==> src/rtl/spi_slave_regs.sv <==
// SPI responder backing an 8-bit register file: command byte (R/W + 7-bit address)
// followed by auto-incrementing burst data, with all SPI pins oversampled on clk.
module spi_slave_regs #(
  parameter int N_REGS = 16,
  parameter bit CPOL   = 1'b0
) (
  input  logic                clk,
  input  logic                rst,
  input  logic                n_cs,
  input  logic                sclk,
  input  logic                mosi,
  output logic                miso,
  output logic [8*N_REGS-1:0] regs_bus,
  output logic [N_REGS-1:0]   wr_strobe,
  output logic                busy
);

  typedef enum logic [1:0] {ST_IDLE, ST_CMD, ST_DATA} state_t;

  logic r_cs_s1, r_cs_s2, r_cs_s3;
  logic r_sclk_s1, r_sclk_s2, r_sclk_s3;
  logic r_mosi_s1, r_mosi_s2, r_mosi_s3;
  logic r_lead, r_trail, r_cs_fall;
  logic [2:0] r_warm;
  logic r_armed;

  state_t              r_state, w_state_nxt;
  logic [2:0]          r_bit_cnt, w_bit_nxt;
  logic [6:0]          r_rx, w_rx_nxt;
  logic [7:0]          r_tx, w_tx_nxt;
  logic                r_rw, w_rw_nxt;
  logic [6:0]          r_addr, w_addr_nxt;
  logic                w_we;
  logic [7:0]          w_rx_shift;
  logic [7:0]          w_rd_cmd, w_rd_next;
  logic [8*N_REGS-1:0] r_regs;
  logic [N_REGS-1:0]   r_wr_strobe;
  logic                w_lead, w_trail;

  function automatic logic [7:0] rd_reg(input logic [6:0] a);
    rd_reg = 8'h00;
    for (int i = 0; i < N_REGS; i++) begin
      if (a == 7'(i)) rd_reg = r_regs[8*i +: 8];
    end
  endfunction

  assign w_lead  = (r_sclk_s2 != r_sclk_s3) && (r_sclk_s2 != CPOL);
  assign w_trail = (r_sclk_s2 != r_sclk_s3) && (r_sclk_s2 == CPOL);

  // Synchronisers and edge detection; r_lead/r_trail/r_cs_fall line up with r_cs_s3 and r_mosi_s3.
  always_ff @(posedge clk or posedge rst) begin
    if (rst) begin
      r_cs_s1   <= 1'b1;
      r_cs_s2   <= 1'b1;
      r_cs_s3   <= 1'b1;
      r_sclk_s1 <= CPOL;
      r_sclk_s2 <= CPOL;
      r_sclk_s3 <= CPOL;
      r_mosi_s1 <= 1'b0;
      r_mosi_s2 <= 1'b0;
      r_mosi_s3 <= 1'b0;
      r_lead    <= 1'b0;
      r_trail   <= 1'b0;
      r_cs_fall <= 1'b0;
      r_warm    <= 3'b000;
      r_armed   <= 1'b0;
    end else begin
      r_cs_s1   <= n_cs;
      r_cs_s2   <= r_cs_s1;
      r_cs_s3   <= r_cs_s2;
      r_sclk_s1 <= sclk;
      r_sclk_s2 <= r_sclk_s1;
      r_sclk_s3 <= r_sclk_s2;
      r_mosi_s1 <= mosi;
      r_mosi_s2 <= r_mosi_s1;
      r_mosi_s3 <= r_mosi_s2;
      r_lead    <= w_lead;
      r_trail   <= w_trail;
      r_cs_fall <= r_cs_s3 & ~r_cs_s2;
      r_warm    <= {r_warm[1:0], 1'b1};
      // A frame already running when rst drops is ignored until n_cs is really seen high.
      if (r_warm[2] && r_cs_s3) r_armed <= 1'b1;
    end
  end

  assign w_rx_shift = {r_rx, r_mosi_s3};
  assign w_rd_cmd   = rd_reg(w_rx_shift[6:0]);
  assign w_rd_next  = rd_reg(r_addr + 7'd1);

  always_comb begin
    w_state_nxt = r_state;
    w_bit_nxt   = r_bit_cnt;
    w_rx_nxt    = r_rx;
    w_tx_nxt    = r_tx;
    w_rw_nxt    = r_rw;
    w_addr_nxt  = r_addr;
    w_we        = 1'b0;
    case (r_state)
      ST_IDLE: begin
        w_bit_nxt = 3'd0;
        w_tx_nxt  = 8'h00;
        if (r_armed && r_cs_fall) begin
          w_state_nxt = ST_CMD;
          w_rx_nxt    = 7'd0;
        end
      end
      ST_CMD: begin
        if (r_lead) begin
          w_rx_nxt = w_rx_shift[6:0];
          if (r_bit_cnt == 3'd7) begin
            w_bit_nxt   = 3'd0;
            w_rw_nxt    = w_rx_shift[7];
            w_addr_nxt  = w_rx_shift[6:0];
            w_state_nxt = ST_DATA;
            if (w_rx_shift[7]) w_tx_nxt = w_rd_cmd;
          end else begin
            w_bit_nxt = r_bit_cnt + 3'd1;
          end
        end
      end
      ST_DATA: begin
        if (r_lead) begin
          w_rx_nxt = w_rx_shift[6:0];
          if (r_bit_cnt == 3'd7) begin
            w_bit_nxt  = 3'd0;
            w_addr_nxt = r_addr + 7'd1;
            if (r_rw) w_tx_nxt = w_rd_next;
            else      w_we     = 1'b1;
          end else begin
            w_bit_nxt = r_bit_cnt + 3'd1;
          end
        end else if (r_trail && r_rw && (r_bit_cnt != 3'd0)) begin
          // The trailing edge right after a byte load must not shift, or the MSB is lost.
          w_tx_nxt = {r_tx[6:0], 1'b0};
        end
      end
      default: w_state_nxt = ST_IDLE;
    endcase
    if ((r_state != ST_IDLE) && r_cs_s3) begin
      w_state_nxt = ST_IDLE;
      w_bit_nxt   = 3'd0;
      w_tx_nxt    = 8'h00;
    end
  end

  always_ff @(posedge clk or posedge rst) begin
    if (rst) begin
      r_state   <= ST_IDLE;
      r_bit_cnt <= 3'd0;
      r_rx      <= 7'd0;
      r_tx      <= 8'h00;
      r_rw      <= 1'b0;
      r_addr    <= 7'd0;
    end else begin
      r_state   <= w_state_nxt;
      r_bit_cnt <= w_bit_nxt;
      r_rx      <= w_rx_nxt;
      r_tx      <= w_tx_nxt;
      r_rw      <= w_rw_nxt;
      r_addr    <= w_addr_nxt;
    end
  end

  // Unmapped addresses match no index, so those bytes are dropped without a strobe.
  always_ff @(posedge clk or posedge rst) begin
    if (rst) begin
      r_regs      <= '0;
      r_wr_strobe <= '0;
    end else begin
      r_wr_strobe <= '0;
      if (w_we) begin
        for (int i = 0; i < N_REGS; i++) begin
          if (r_addr == 7'(i)) begin
            r_regs[8*i +: 8] <= w_rx_shift;
            r_wr_strobe[i]   <= 1'b1;
          end
        end
      end
    end
  end

  assign miso      = r_tx[7];
  assign regs_bus  = r_regs;
  assign wr_strobe = r_wr_strobe;
  assign busy      = ~r_cs_s3;

endmodule

==> config.mk <==
export PLATFORM = sky130hd
export DESIGN_NAME = spi_slave_regs
export DESIGN_NICKNAME = d
export VERILOG_FILES = /design/src/rtl/spi_slave_regs.sv
export SDC_FILE = /design/constraint.sdc
export NUM_CORES = 1
export LEC_CHECK = 0
export ABC_AREA = 1
export CORE_ASPECT_RATIO = 0.75
export CORE_MARGIN = 2
export CORE_UTILIZATION = 30
export DETAILED_ROUTE_END_ITERATION = 10
export HOLD_SLACK_MARGIN = 0.15
export PLACE_DENSITY = 0.59
export SLEW_MARGIN = 20
export SYNTH_ARGS = -nofsm -noshare
export SYNTH_HDL_FRONTEND = slang
export SYNTH_SLANG_ARGS = --single-unit
==> constraint.sdc <==
create_clock -name clk -period 14.08 [get_ports clk]
set_input_delay 4.224 -clock clk [delete_from_list [all_inputs] [get_ports clk]]
set_output_delay 4.224 -clock clk [all_outputs]
set_load 0.1 [all_outputs]
# --- Word level (Yosys, flattened, before mapping) ---
# Index checks and enable logic that the tools add are counted.
totals:
  regBits: 188
  out_inout_bits: 146
op_classes:
  addsub: 2
  eq_ne: 64
  muxes: 79
  bitwise: 4
  n_reduce_logical: 40
op_table:
  columns: ["operator", "count"]
  rows:
  - ["two-way mux 8 bit", 40]
  - ["== test 7 x 4 -> 1 bit, second input constant", 24]
  - ["== test 7 x 3 -> 1 bit, second input constant", 12]
  - ["== test 7 x 2 -> 1 bit, second input constant", 6]
  - ["two-way mux 7 bit", 6]
  - ["AND reduction 2 bit", 17]
  - ["one-hot mux 7 bit (2 select lines)", 2]
  - ["one-hot mux 8 bit (3 select lines)", 1]
  - ["== test 7 x 1 -> 1 bit, second input constant", 3]
  - ["logical NOT 7 bit", 3]
  - ["two-way mux 1 bit", 20]
  - ["two-way mux 16 bit", 1]
  - ["inequality test 2 bit, second input constant", 6]
  - ["inequality test 3 bit, second input constant", 4]
  - ["inequality test 4 bit, second input constant", 3]
  - ["two-way mux 3 bit", 3]
  - ["two-way mux 2 bit", 4]
  - ["adder 7 x 1 -> 7 bit, second input constant", 1]
  - ["logical AND 1 bit", 7]
  - ["AND reduction 7 bit", 1]
  - ["one-hot mux 2 bit (3 select lines)", 1]
  - ["one-hot mux 3 bit (2 select lines)", 1]
  - ["AND reduction 3 bit", 2]
  - ["nonzero test 2 bit", 3]
  - ["other kinds (15)", 18]

# --- Logic depth before layout (Yosys ltp) ---
# Gate-level depths: netlist of run 1.
depth:
  depth_word: 23
  depth_mapped: 29
  depth_no_buf: 28

# --- Worst setup path before layout of run 1 ---
# Ideal clock, no wire load.
synth_timing:
  path_kind: "register to output"
  from: "register r_cs_s3"
  to: "output port busy"
  arrival_ps: 967
  required_time_ps: 9856
  path_slack_ps: 8889
  stages_incl_launch_ff: 2
  path_buffers: 0
  path_cell_list: "dfstp_2 inv_1"
synth_between:
  elab_chain_len: 1
synth_rtl:
  columns: ["element", "line_no", "text"]
  rows:
  - ["start: declaration", "20", "logic r_cs_s1, r_cs_s2, r_cs_s3;"]
  - ["start signal: assignment", "70", "r_cs_s3 <= r_cs_s2;"]
  - ["NOT 1 bit", "185", "assign busy = ~r_cs_s3;"]
  - ["end: declaration", "15", "output logic busy"]
# Every way passes these cells.

# --- Worst setup path after layout of run 1 ---
layout_timing:
  from: "register r_regs[45] (netlist: regs_bus[45])"
  to: "output port regs_bus[45]"
layout_rtl:
  columns: ["element", "line_no", "text"]
  rows:
  - ["start: declaration", "36", "logic [8*N_REGS-1:0] r_regs;"]
  - ["start signal: indexed assignment", "174", "r_regs[8*i +: 8] <= w_rx_shift;"]
  - ["end: declaration", "13", "output logic [8*N_REGS-1:0] regs_bus,"]
# No word-level cell between the ends.

==> results of run 1 <==
worst max-delay path by stage:
stage,endpoint,startpoint
finish,regs_bus[45],regs_bus[45]
global route,regs_bus[51],regs_bus[51]
CTS,regs_bus[45],regs_bus[45]
detailed placement,r_mosi_s1,rst
global placement,r_mosi_s1,rst
floorplan,r_addr[0],rst
placed cells by master, fill, tap and decap left out, types with 4 or more instances in the layout:
master | Yosys | final
nand2_1 | 438 | 438
o21ai_0 | 201 | 201
dfrtp_1 | 185 | 185
clkdlybuf4s50_1 | 0 | 150
inv_1 | 140 | 139
nand3_1 | 66 | 66
nor2_1 | 63 | 63
a21oi_1 | 29 | 29
o21ai_1 | 22 | 22
nor3_1 | 23 | 21
clkbuf_16 | 0 | 17
nand4_1 | 13 | 13
o211ai_1 | 13 | 13
ha_1 | 13 | 13
a221oi_1 | 11 | 11
inv_2 | 9 | 9
nor2_2 | 6 | 6
nand2_2 | 5 | 5
or2_2 | 4 | 4
nand3b_1 | 4 | 4
o21bai_1 | 4 | 4
buf_4 | 1 | 4
state kept, by name, indices dropped and copies added (netlist names):
register,cells
wr_strobe,16
r_sclk_s1,1
r_armed,1
r_addr,7
r_lead,1
r_trail,1
r_cs_s2,1
r_cs_s1,1
r_state,2
r_warm,3
r_rx,7
r_cs_fall,1
r_rw,1
r_mosi_s1,1
r_tx,8
r_cs_s3,1
regs_bus,128
r_sclk_s2,1
r_mosi_s3,1
r_bit_cnt,3
r_sclk_s3,1
r_mosi_s2,1
power groups by stage:
stage	logic, W	registers, W	clock network (W)
floorplan	0.000158	0.000576	0
global placement	0.000251	0.000576	0
detailed placement	0.000250	0.000577	0
CTS	0.000251	0.000567	0.000530
global route	0.000284	0.000569	0.000550
finish	0.000257	0.000567	0.000522
metrics by stage:
| stage | power [W] | area, µm² | hold slack, ns |
|---|---|---|---|
| final | 0.00135 | 12500 | 0.349 |
| after floorplan | 0.000733 | 9950 | 0.331 |
| after global placement | 0.000828 | 11900 | 0.333 |
| after global routing | 0.00140 | 12500 | 0.355 |
| after CTS | 0.00135 | 12500 | 0.350 |
| after detailed placement | 0.000827 | 11900 | 0.335 |
layer usage:
metal  vias to the layer above  share of wire, %  GRT usage [%]  wire length (µm)
met5                         -                 0              0                 0
met4                         0               1.4           5.87               547
met3                        35               8.9           4.98              3400
met2                       448                42           30.7             15800
met1                      4635                48           33.4             18300
li1                       4558                 -              -                 -
layout make-up:
class                           count  area (µm²)  area share [%]
Clock inverter                     11         155            1.24
Clock buffer                       21         470            3.77
Timing Repair Buffer              154        1530            12.3
Inverter                          150         571            4.57
Multi-Input combinational cell    944        4490            36.0
Sequential cell                   188        4710            37.7
Tap cell                          442         553            4.43
kinds of logic (layout without fill, tap and decap cells):
kind of cell / count (synthesis) / in the layout / synth area share [%]
adder cells (fa/ha/maj): 13 / 13 / 1.64
XOR/XNOR: 1 / 1 / 0.164
flip-flops: 188 / 188 / 47.3
buffers and inverters: 195 / 336 / 7.61
AND/OR/NAND/NOR: 635 / 635 / 27.0
AO/OA/AOI/OAI: 294 / 294 / 16.2
other: 1 / 1 / 0.0377
==> impl_metrics.csv, run 1 <==
group,metric,value,unit
power,powerDensity,108,nW/µm²
critical_path,crit_family,"buffers and inverters",
clock_tree,post_cts_buffers,0,
sta,tightestPinTransition,1.09,ns
floorplanning,initial_core_util,30.6,%
critical_path,rrSetupSlack,9.56,ns
placement,placedCellCount,1878,
routing,detail-route-antenna-nets,0,
sta,fin_skew,0.0121,ns
clock_tree,cts_made_buffers,17,
clock_tree,htreeDepth,4,
routing,wire_per_inst,19.9,µm
routing,drc,0,
floorplanning,die_area,34600,µm²
placement,dp_hpwl,27.9,mm
clock_tree,holdBufCountCts,0,
min_path,hold_class,"register to register",
routing,vias,9676,
sta,fin_ws,7.73,ns
power,p_clk_share,38.8,%
synth,netlist_instances,1327,
floorplanning,core,32500,µm²
status,status,"completed",
synth,synthMostInstantiatedCell,"nand2_1",
synth,synth_edf_count,0,
floorplanning,row_count,57,
finish,area_delta_synth_final,25.5,%
critical_path,crit_arrival,2.13,ns
clock_tree,cts-root-buf,"clkbuf_16",
min_path,min_from,"r_mosi_s1",
synth,ys_ff_latch,188,
critical_path,cp_slowest_cell,"clkdlybuf4s50_1",
synth,synth_flop_cell,"dfrtp_1",
synth,synthArstFlopShare,100,%
synth,yosysUniqueCellTypes,44,
sta,setup_viol,0,
critical_path,crit_fanout,4,
min_path,hold_depth,0,
power,intPower,0.000902,W
finish,nFillCells,3393,
synth,synth.top_cells.by_area,"dfrtp_1 (47%), nand2_1 (17%), o21ai_0 (10%), inv_1 (5.3%), nand3_1 (3.3%)",
clock_tree,cts.reportedPaths.clkPinSlew,0.07,ns
sta,setup_tns,0,ns
routing,first_iter_violations,1102,
clock_tree,cts_resized,0,
synth,synth_nets,1345,
synth,avgSynthCellArea,7.50,µm²
synth,synth_top_cell_by_area,"dfrtp_1",
clock_tree,cts_sinks,188,
critical_path,slowest_delay,1.19,ns
critical_path,required,9.86,ns
clock_tree,clockBufferDepth,2,
floorplanning,ios,151,
placement,place_ws,7.65,ns
clock_tree,cts_tree,"done",
routing,dr.pass1.iters,5,
sta,fin_crit,6.35,ns
sta,drv_slew,0,
finish,nets,1473,
sta,max_freq,157,MHz
sta,hold_viol_final,0,
synth,yosys_warnings,0,
synth,synth_top_area_share,46.5,%
power,peakVddDrop,0.0709,mV
synth,synth_common_cells,"nand2_1 (438), o21ai_0 (201), dfrtp_1 (185)",
critical_path,crit_chain,"clkdlybuf4s50_1",
critical_path,regToRegEndpoint,"r_tx[1]",
flow_run,cap_viol_max_count,0,
grt,grt_pass1_wl,56.6,mm
grt,globalRouteTotalUtil,21.9,%
floorplanning,dieHeight,162,µm
power,pwr-share-seq,42.1,%
routing,viasPerCell,5.07,
synth,yosysSeqAreaShare,47.3,%
critical_path,r2r_cells,16,
critical_path,crit_type,"register to output pin",
synth,syn_area,9950,µm²
routing,wl,38.0,mm
grt,grt_antenna_before_repair,0,
power,combPwrFrac,19.1,%
floorplanning,die_w,214,µm
critical_path,worstSetupPathDepth,1,
finish,diodes,0,
critical_path,r2r_start,"r_rx[3]",
placement,place_congestion,0.950,
sta,post-route-period-util,45.1,%
min_path,hold_path_end,"r_mosi_s2",
grt,grt_pass1_vias,8662,
sta,slew_headroom,26.9,%
power,sw_frac_of_total,33.0,%
critical_path,startpoint_type,"register",
sta,rsz0062_at_grt,"false",
grt,grt_max_degree,116,
finish,drive_gt1_share,5.65,%
power,leakage,5.50,nW
grt,gr-total-overflow,0,
placement,portBuffers,150,
finish,fin_cells,1910,
power,switchingPower,0.000444,W
finish,final_util,38.4,%
critical_path,critPathCaptureType,"output pin",
clock_tree,clock_latency,0.45,ns
critical_path,crit_buf_inv,1,
(Power assumes the default switching activity.)
==> inputs of run 2 (changes only) <==
Clock period 14.08 ns to 6.7 ns, I/O delays scaled along.
==> run 2 against run 1 <==
First-iteration DRC count is 0.64% higher. Total power is 100% higher. Non-clock buffer count is 3 higher. Sequential power is 110% higher. Global-route usage is 1.3 points higher. Wire length is 4.7% higher. Sequential share of layout area is 0.12 points higher. Sequential cell count stayed put. Final area is 0.31% lower. Highest routed layer unchanged.
==> impl_metrics.csv, run 2 (synthesis gave the netlist of run 1 again) <==
group,metric,value,unit
status,status,"completed",
clock_tree,cts_made_buffers,17,
sta,fin_crit,4.22,ns
finish,nFillCells,3407,
critical_path,cp_slowest_cell,"clkdlybuf4s50_1",
critical_path,crit_fanout,4,
floorplanning,row_count,57,
clock_tree,post_cts_buffers,0,
critical_path,crit_type,"register to output pin",
placement,dpl-instance-area,11900,µm²
sta,rsz0062_at_grt,"false",
sta,fin_skew,0.0168,ns
grt,grt_pass1_wl,60.5,mm
grt,grt_most_used_layer,"met1",
floorplanning,die_area,34600,µm²
clock_tree,htreeDepth,4,
critical_path,regToRegEndpoint,"r_tx[6]",
power,powerDensity,219,nW/µm²
critical_path,crit_path_end,"regs_bus[52]",
floorplanning,ios,151,
placement,place_ws,2.82,ns
routing,wire_per_inst,20.8,µm
grt,met3_usage,5.41,%
clock_tree,cts_sinks,188,
routing,viasPerCell,5.12,
finish,stdcell_area,12400,µm²
sta,slew_headroom,24.8,%
routing,detail-route-antenna-nets,0,
power,leakage,5.47,nW
floorplanning,die_w,214,µm
finish,drive_gt1_share,5.85,%
floorplanning,core,32500,µm²
routing,dr.pass1.iters,6,
grt,globalRouteTotalUtil,23.2,%
finish,largest_register_ff_count,128,
grt,grt_max_degree,52,
critical_path,critPathCaptureType,"output pin",
finish,area_delta_synth_final,25.1,%
sta,setup_tns,0,ns
sta,fin_ws,2.48,ns
clock_tree,cts_tree,"done",
clock_tree,holdBufCountCts,0,
grt,grt_pass1_vias,9217,
routing,first_iter_violations,1109,
sta,post-route-period-util,63.1,%
routing,wl,39.8,mm
critical_path,crit_chain,"clkdlybuf4s50_1",
grt,grt_antenna_before_repair,0,
critical_path,slowest_delay,1.21,ns
finish,final_cell_mix,"nand2_1 (438), o21ai_0 (201), dfrtp_1 (185)",
placement,portBuffers,150,
clock_tree,clock_latency,0.45,ns
finish,nets,1476,
grt,use_met2,33.2,%
finish,final_common_cell,"nand2_1",
routing,drc,0,
critical_path,crit_buf_inv,1,
sta,tightestPinTransition,1.13,ns
min_path,hold_class,"register to register",
sta,drv_slew,0,
sta,max_freq,237,MHz
power,peakVddDrop,0.224,mV
floorplanning,dieHeight,162,µm
placement,place_congestion,0.974,
clock_tree,cts.reportedPaths.clkPinSlew,0.07,ns
critical_path,worstSetupPathDepth,1,
clock_tree,cts-root-buf,"clkbuf_16",
placement,dp_hpwl,29.7,mm
grt,met1_usage,35.0,%
sta,setup_viol,0,
clock_tree,cts_resized,0,
critical_path,required,4.69,ns
flow_run,cap_viol_max_count,0,
critical_path,crit_arrival,2.21,ns
routing,vias,9793,
floorplanning,initial_core_util,30.6,%
sta,hold_viol_final,0,
finish,diodes,0,
critical_path,startpoint_type,"register",
critical_path,r2r_start,"r_addr[0]",
clock_tree,clockBufferDepth,2,
grt,gr-total-overflow,0,
critical_path,r2r_cells,26,
critical_path,cp-startpoint,"regs_bus[52]",
critical_path,rrSetupSlack,2.67,ns
critical_path,crit_family,"buffers and inverters",
[run 2: area by class of cell]
type	instances	area, µm²	area share (%)
Clock buffer	19	453	3.64
Clock inverter	11	110	0.885
Inverter	150	567	4.56
Multi-Input combinational cell	944	4500	36.1
Sequential cell	188	4710	37.8
Tap cell	442	553	4.44
Timing Repair Buffer	157	1550	12.5
[run 2: worst min path at each step]
stage / start / endpoint / slack [ns] / cells past startpoint
floorplan: r_mosi_s1 / r_mosi_s2 / 0.33 / 0
global placement: r_mosi_s1 / r_mosi_s2 / 0.34 / 0
detailed placement: r_sclk_s1 / r_sclk_s2 / 0.34 / 0
CTS: r_sclk_s1 / r_sclk_s2 / 0.35 / 0
global route: r_warm[0] / r_warm[1] / 0.35 / 0
finish: r_sclk_s1 / r_sclk_s2 / 0.35 / 0
[run 2: stage by stage]
stage / hold slack, ns / power [W] / util (%) / std cells
3_3_place_gp: 0.336 / 0.00172 / 36.5 / 1881
6_report: 0.350 / 0.00273 / 38.3 / 1911
5_1_grt: 0.355 / 0.00285 / 38.3 / 1911
3_5_place_dp: 0.336 / 0.00172 / 36.5 / 1881
2_1_floorplan: 0.331 / 0.00154 / - / 1327
4_1_cts: 0.353 / 0.00273 / 38.2 / 1911
[run 2: power breakdown]
part           total [W]  internal, W  switching [W]
clock            0.00101     0.000534       0.000477
sequential       0.00119      0.00117      0.0000264
combinational   0.000522     0.000110       0.000412
[run 2: per-layer routing]
layer	up-vias	share of wire, %
met5	-	0
met4	0	2.0
met3	50	8.6
met2	446	42
met1	4729	48
li1	4568	-
